==> src/rtl/hazard_controller.sv <==
// hazard_controller: load-use, branch and mul/div stall/flush sequencing; HAZARD_PERF_EN adds stall/flush counters
module hazard_controller #(
  parameter int TIMEOUT_CYCLES = 64,
  parameter int CNT_W = 8
) (
  input  logic        clk,
  input  logic        reset,
  input  logic [4:0]  rs1D,
  input  logic [4:0]  rs2D,
  input  logic [4:0]  rdE,
  input  logic        ResultSrcE0,
  input  logic        PCSrcE,
  input  logic        mdStartE,
  input  logic        mdDone,
  output logic        StallF,
  output logic        StallD,
  output logic        StallE,
  output logic        FlushD,
  output logic        FlushE,
  output logic        FlushM,
  output logic        mdGo,
  output logic        mdError,
  output logic [31:0] stallCount,
  output logic [31:0] flushCount
);
  typedef enum logic {RUN, MD_BUSY} state_t;
  state_t state_q, state_d;
  logic [CNT_W-1:0] cnt_q, cnt_d;
  logic md_error_q, md_error_d;
  logic busy, timeout, lw_stall, md_hold, branch_flush;
  assign busy = state_q == MD_BUSY;
  assign timeout = cnt_q == CNT_W'(TIMEOUT_CYCLES - 1);
  assign mdError = md_error_q;
  // hazard detection and stall/flush decode; mul/div hold dominates load-use, which dominates branch flush
  always_comb begin
    lw_stall = ResultSrcE0 && rdE != 5'd0 && (rdE == rs1D || rdE == rs2D);
    mdGo = !busy && mdStartE && !md_error_q;
    md_hold = mdGo || (busy && !mdDone && !timeout);
    branch_flush = PCSrcE && !busy && !mdGo;
    StallF = md_hold || lw_stall;
    StallD = md_hold || lw_stall;
    StallE = md_hold;
    FlushM = md_hold;
    FlushE = (lw_stall && !md_hold) || branch_flush;
    FlushD = branch_flush;
  end
  // mul/div sequencing: done beats a coincident timeout, an unanswered timeout latches the error
  always_comb begin
    state_d = mdGo ? MD_BUSY : (busy && (mdDone || timeout)) ? RUN : state_q;
    cnt_d = mdGo ? '0 : busy ? cnt_q + 1'b1 : cnt_q;
    md_error_d = md_error_q || (busy && timeout && !mdDone);
  end
  // state register
  always_ff @(posedge clk) begin
    if (reset) begin
      state_q <= RUN;
      cnt_q <= '0;
      md_error_q <= 1'b0;
    end else begin
      state_q <= state_d;
      cnt_q <= cnt_d;
      md_error_q <= md_error_d;
    end
  end
`ifdef HAZARD_PERF_EN
  logic [31:0] stall_count_q, stall_count_d, flush_count_q, flush_count_d;
  // perf counters wrap naturally at 2^32
  always_comb begin
    stall_count_d = stall_count_q + {31'd0, StallF};
    flush_count_d = flush_count_q + {31'd0, FlushD || FlushE};
  end
  // perf counter registers
  always_ff @(posedge clk) begin
    if (reset) begin
      stall_count_q <= '0;
      flush_count_q <= '0;
    end else begin
      stall_count_q <= stall_count_d;
      flush_count_q <= flush_count_d;
    end
  end
  assign stallCount = stall_count_q;
  assign flushCount = flush_count_q;
`else
  assign stallCount = '0;
  assign flushCount = '0;
`endif
endmodule

==> config.mk <==
export PLATFORM = sky130hd
export DESIGN_NAME = hazard_controller
export DESIGN_NICKNAME = d
export VERILOG_FILES = /design/src/rtl/hazard_controller.sv
export SDC_FILE = /design/constraint.sdc
export NUM_CORES = 1
export LEC_CHECK = 0
export CAP_MARGIN = 20
export CORE_ASPECT_RATIO = 0.8
export CORE_UTILIZATION = 35
export DETAILED_ROUTE_END_ITERATION = 16
export PLACE_DENSITY = 0.87
export SLEW_MARGIN = 20
export SYNTH_ARGS = -nofsm -noshare
export SYNTH_HDL_FRONTEND = slang
export SYNTH_SLANG_ARGS = --single-unit
==> constraint.sdc <==
create_clock -name clk -period 3.44 [get_ports clk]
set_input_delay 0.688 -clock clk [delete_from_list [all_inputs] [get_ports clk]]
set_output_delay 0.688 -clock clk [all_outputs]
set_load 0.05 [all_outputs]
==> impl_metrics.py <==
metrics = {
    "global_route": {
        "grt_max_degree": 10,
        "grt.total_usage_pct": 11.62,
        "gr-total-overflow": 0,
        "antenna_found_initial": 0,
        "grt_pass1_vias": 613,
        "grt_first_pass_wirelength_mm": 2.939,
    },
    "yosys": {
        "syn_area_um2": 1106,
        "synth.ff_latch_count": 10,
        "synth.distinct_cells": 29,
        "yosys-top-cells-area": "buf_4, dfxtp_1, xor2_1",
        "ys_top_cells_by_count": "buf_4, nor2_1, xor2_1, dfxtp_1, xnor2_1",
        "yosysWarnings": 0,
        "netlist.area_leader.share_pct": 44.80,
        "yosys.area.top_type": "buf_4",
        "yosysSeqAreaShare_pct": 18.10,
        "async_flop_share_pct": 0,
        "synth_flop_cell": "dfxtp_1",
        "post_synth.cell_area_avg_um2": 7.957,
        "syn_inst": 139,
        "yosysMostFrequentCell": "buf_4",
        "synth-edff-count": 0,
    },
    "worst_setup_path": {
        "cp_data_arrival_time_ns": 2.31,
        "crit_chain": "clkdlybuf4s50_1 > or4_1 > o21ai_1 > o21ai_0 > buf_4 > buf_12",
        "critPathLaunchType": "input pin",
        "rr_worst_depth": 4,
        "worstSetupEndpointType": "primary output",
        "crit_type": "input pin to primary output",
        "crit_path_max_incr_delay_ns": 0.53,
        "crit_fanout": 3,
        "crit_required_ns": 2.75,
        "crit_slowest_cell": "or4_1",
    },
    "sta": {
        "relSlewSlack_pct": 66.32,
        "min_period_over_period_pct": 87.09,
        "fmax_mhz": 333.8,
        "finalSetupViolCount": 0,
        "rsz0062_at_grt": "no",
        "fin_setup_tns_ns": 0,
        "worstMarginPinSlew_ns": 0.5037,
        "drv_slew": 0,
        "finalWorstPathRequiredPeriod_ns": 2.996,
        "final.setup_skew_ns": 0.003791,
        "hold_violations": 0,
    },
    "power_and_ir_drop": {
        "ir_worst_vdd_mv": 0.1530,
        "sw_frac_of_total_pct": 49.85,
        "p_clk_share_pct": 23.3,
        "comb_power_share_pct": 52.6,
        "p_int_uw": 252.7,
        "power_uw": 503.8,
        "power_leakage_nw": 0.5756,
        "p_seq_share_pct": 24.1,
        "power_switching_uw": 251.1,
        "p_per_area_nw_per_um2": 398.3,
    },
    "cts": {
        "postCtsHoldBufs": 0,
        "numCtsBuffers": 3,
        "post_cts_buffers": 0,
        "cts_resized": 0,
        "clkLatencyLatePin_ns": 0.23,
        "root_buffer": "clkbuf_8",
        "htree_levels": 1,
        "clk_path_buf_depth": 2,
        "clkSinkCount": 10,
        "cts_tree": "built",
        "clk_pin_slew_ns": 0.04,
    },
    "finish": {
        "fin_util_pct": 44.05,
        "fill_cells": 293,
        "drive_above_1_share_pct": 9.639,
        "num_antenna_cells": 0,
        "fin_nets": 190,
        "syn2layout_area_growth_pct": 14.37,
    },
    "detailed_routing": {
        "drtIter0Drc": 19,
        "remaining_drc_errors": 0,
        "wl_per_cell_um": 9.260,
        "vias": 757,
        "dr.pass1.iters": 4,
        "wl_mm": 1.889,
        "ant_nets": 0,
        "vias_per_cell": 3.711,
    },
    "placed_design": {
        "routabilityCongestion": 0.8117,
        "dp_hpwl_mm": 1.624,
        "portBuffers": 28,
    },
    "floorplanning": {
        "ios": 93,
        "start_util_pct": 38.52,
        "die_w_um": 64.85,
        "die_y_um": 52.28,
        "num_rows": 17,
        "core_area_um2": 2872,
        "die-area_um2": 3390,
    },
    "outcome": {
        "outcome": "complete, no violations",
    },
    "worst_hold_path": {
        "hold_depth": 2,
        "hp-class": "flip-flop to flip-flop",
    },
    "run": {
        "max-cap-violations": 0,
    },
}
==> area by class of cell <==
type                       count  area, µm²  share of cell area [%]
multi-input combinational    122      633.1                   50.05
clock buffer                   3      41.29                   3.264
tap                           38      47.55                   3.759
inverter                       2      7.507                  0.5935
sequential                    10      200.2                   15.83
timing repair buffer          29      335.3                   26.51
==> cells by family after synthesis <==
family	count (synthesis)	synth area share, %
xor gates and xnor gates	17	13.46
adders and majority gates	1	1.131
AOI/OAI and AO/OA	6	4.977
buffers and inverters	70	46.27
and+or+nand+nor	33	14.82
muxes	1	0.9050
other	1	0.3390
DFF	10	18.10
==> cell usage in the layout, fill, tap and decap left out <==
| master | netlist | layout |
|---|---|---|
| nor2b_2 | 0 | 1 |
| nand3_2 | 1 | 1 |
| and2b_2 | 1 | 1 |
| or4_1 | 1 | 1 |
| o41ai_2 | 1 | 1 |
| or2_1 | 1 | 1 |
| dfxtp_1 | 10 | 10 |
| nor4_1 | 1 | 1 |
| xnor2_1 | 4 | 4 |
| a22oi_1 | 1 | 1 |
| nand3_1 | 1 | 1 |
| clkbuf_8 | 0 | 3 |
| o21ai_0 | 1 | 1 |
| nor2_1 | 15 | 15 |
| clkdlybuf4s50_1 | 0 | 22 |
| inv_1 | 1 | 1 |
| o32ai_2 | 1 | 1 |
| buf_12 | 0 | 5 |
| nand4_1 | 2 | 2 |
| nor2b_1 | 3 | 2 |
| ha_1 | 1 | 1 |
| xor2_1 | 13 | 13 |
| mux2i_1 | 1 | 1 |
| nand2_1 | 3 | 3 |
| nand2b_1 | 1 | 1 |
| a21oi_1 | 1 | 1 |
| nor3_1 | 3 | 3 |
| buf_4 | 66 | 2 |
| conb_1 | 1 | 64 |
| inv_2 | 1 | 1 |
| o21ai_1 | 1 | 1 |
==> sequential cells by signal (all words and copies together), names as in the netlist <==
register	cells
cnt_q	8
busy	1
mdError	1
==> final timing paths <==
kind                start       end  slack [ns]
setup / recovery   rdE[1]    StallD        0.44
hold / removal    mdError   mdError        0.53
hold reg to reg   mdError   mdError        0.53
setup reg to reg     busy  cnt_q[7]        2.13
==> routing by layer <==
metal	share of wire [%]	vias to the layer above	GRT usage [%]	wire length [µm]
met4	1.4	0	5.556	27
li1	-	363	-	-
met2	53	38	19.97	1009
met1	39	352	12.82	734
met5	0	-	0	0
met3	6.2	4	4.130	118
==> metrics by stage <==
step,worst slack (ns),hold slack [ns],cells,instance area [µm²]
2_1_floorplan,0.08383,0.4875,202,1345
3_3_place_gp,0.4811,0.5063,201,1224
3_5_place_dp,0.4429,0.5079,201,1224
4_1_cts,0.4430,0.5323,204,1265
5_1_grt,0.3644,0.5734,204,1265
6_report,0.4442,0.5260,204,1265
==> power by group through the flow <==
| stage | Combinational, mW | Clock, mW | Sequential (mW) |
|---|---|---|---|
| after floorplan | 0.265 | 0 | 0.121 |
| after global placement | 0.262 | 0 | 0.123 |
| after detailed placement | 0.264 | 0 | 0.123 |
| after CTS | 0.264 | 0.120 | 0.121 |
| after global routing | 0.276 | 0.130 | 0.121 |
| final | 0.265 | 0.117 | 0.121 |
==> worst max-delay path, delay by kind of cell <==
kind	cells	cell delay (ns)
and+or+nand+nor	1	0.53
AOI/OAI and AO/OA	2	0.31
buffers and inverters	3	0.77
(Power assumes the default switching activity.)
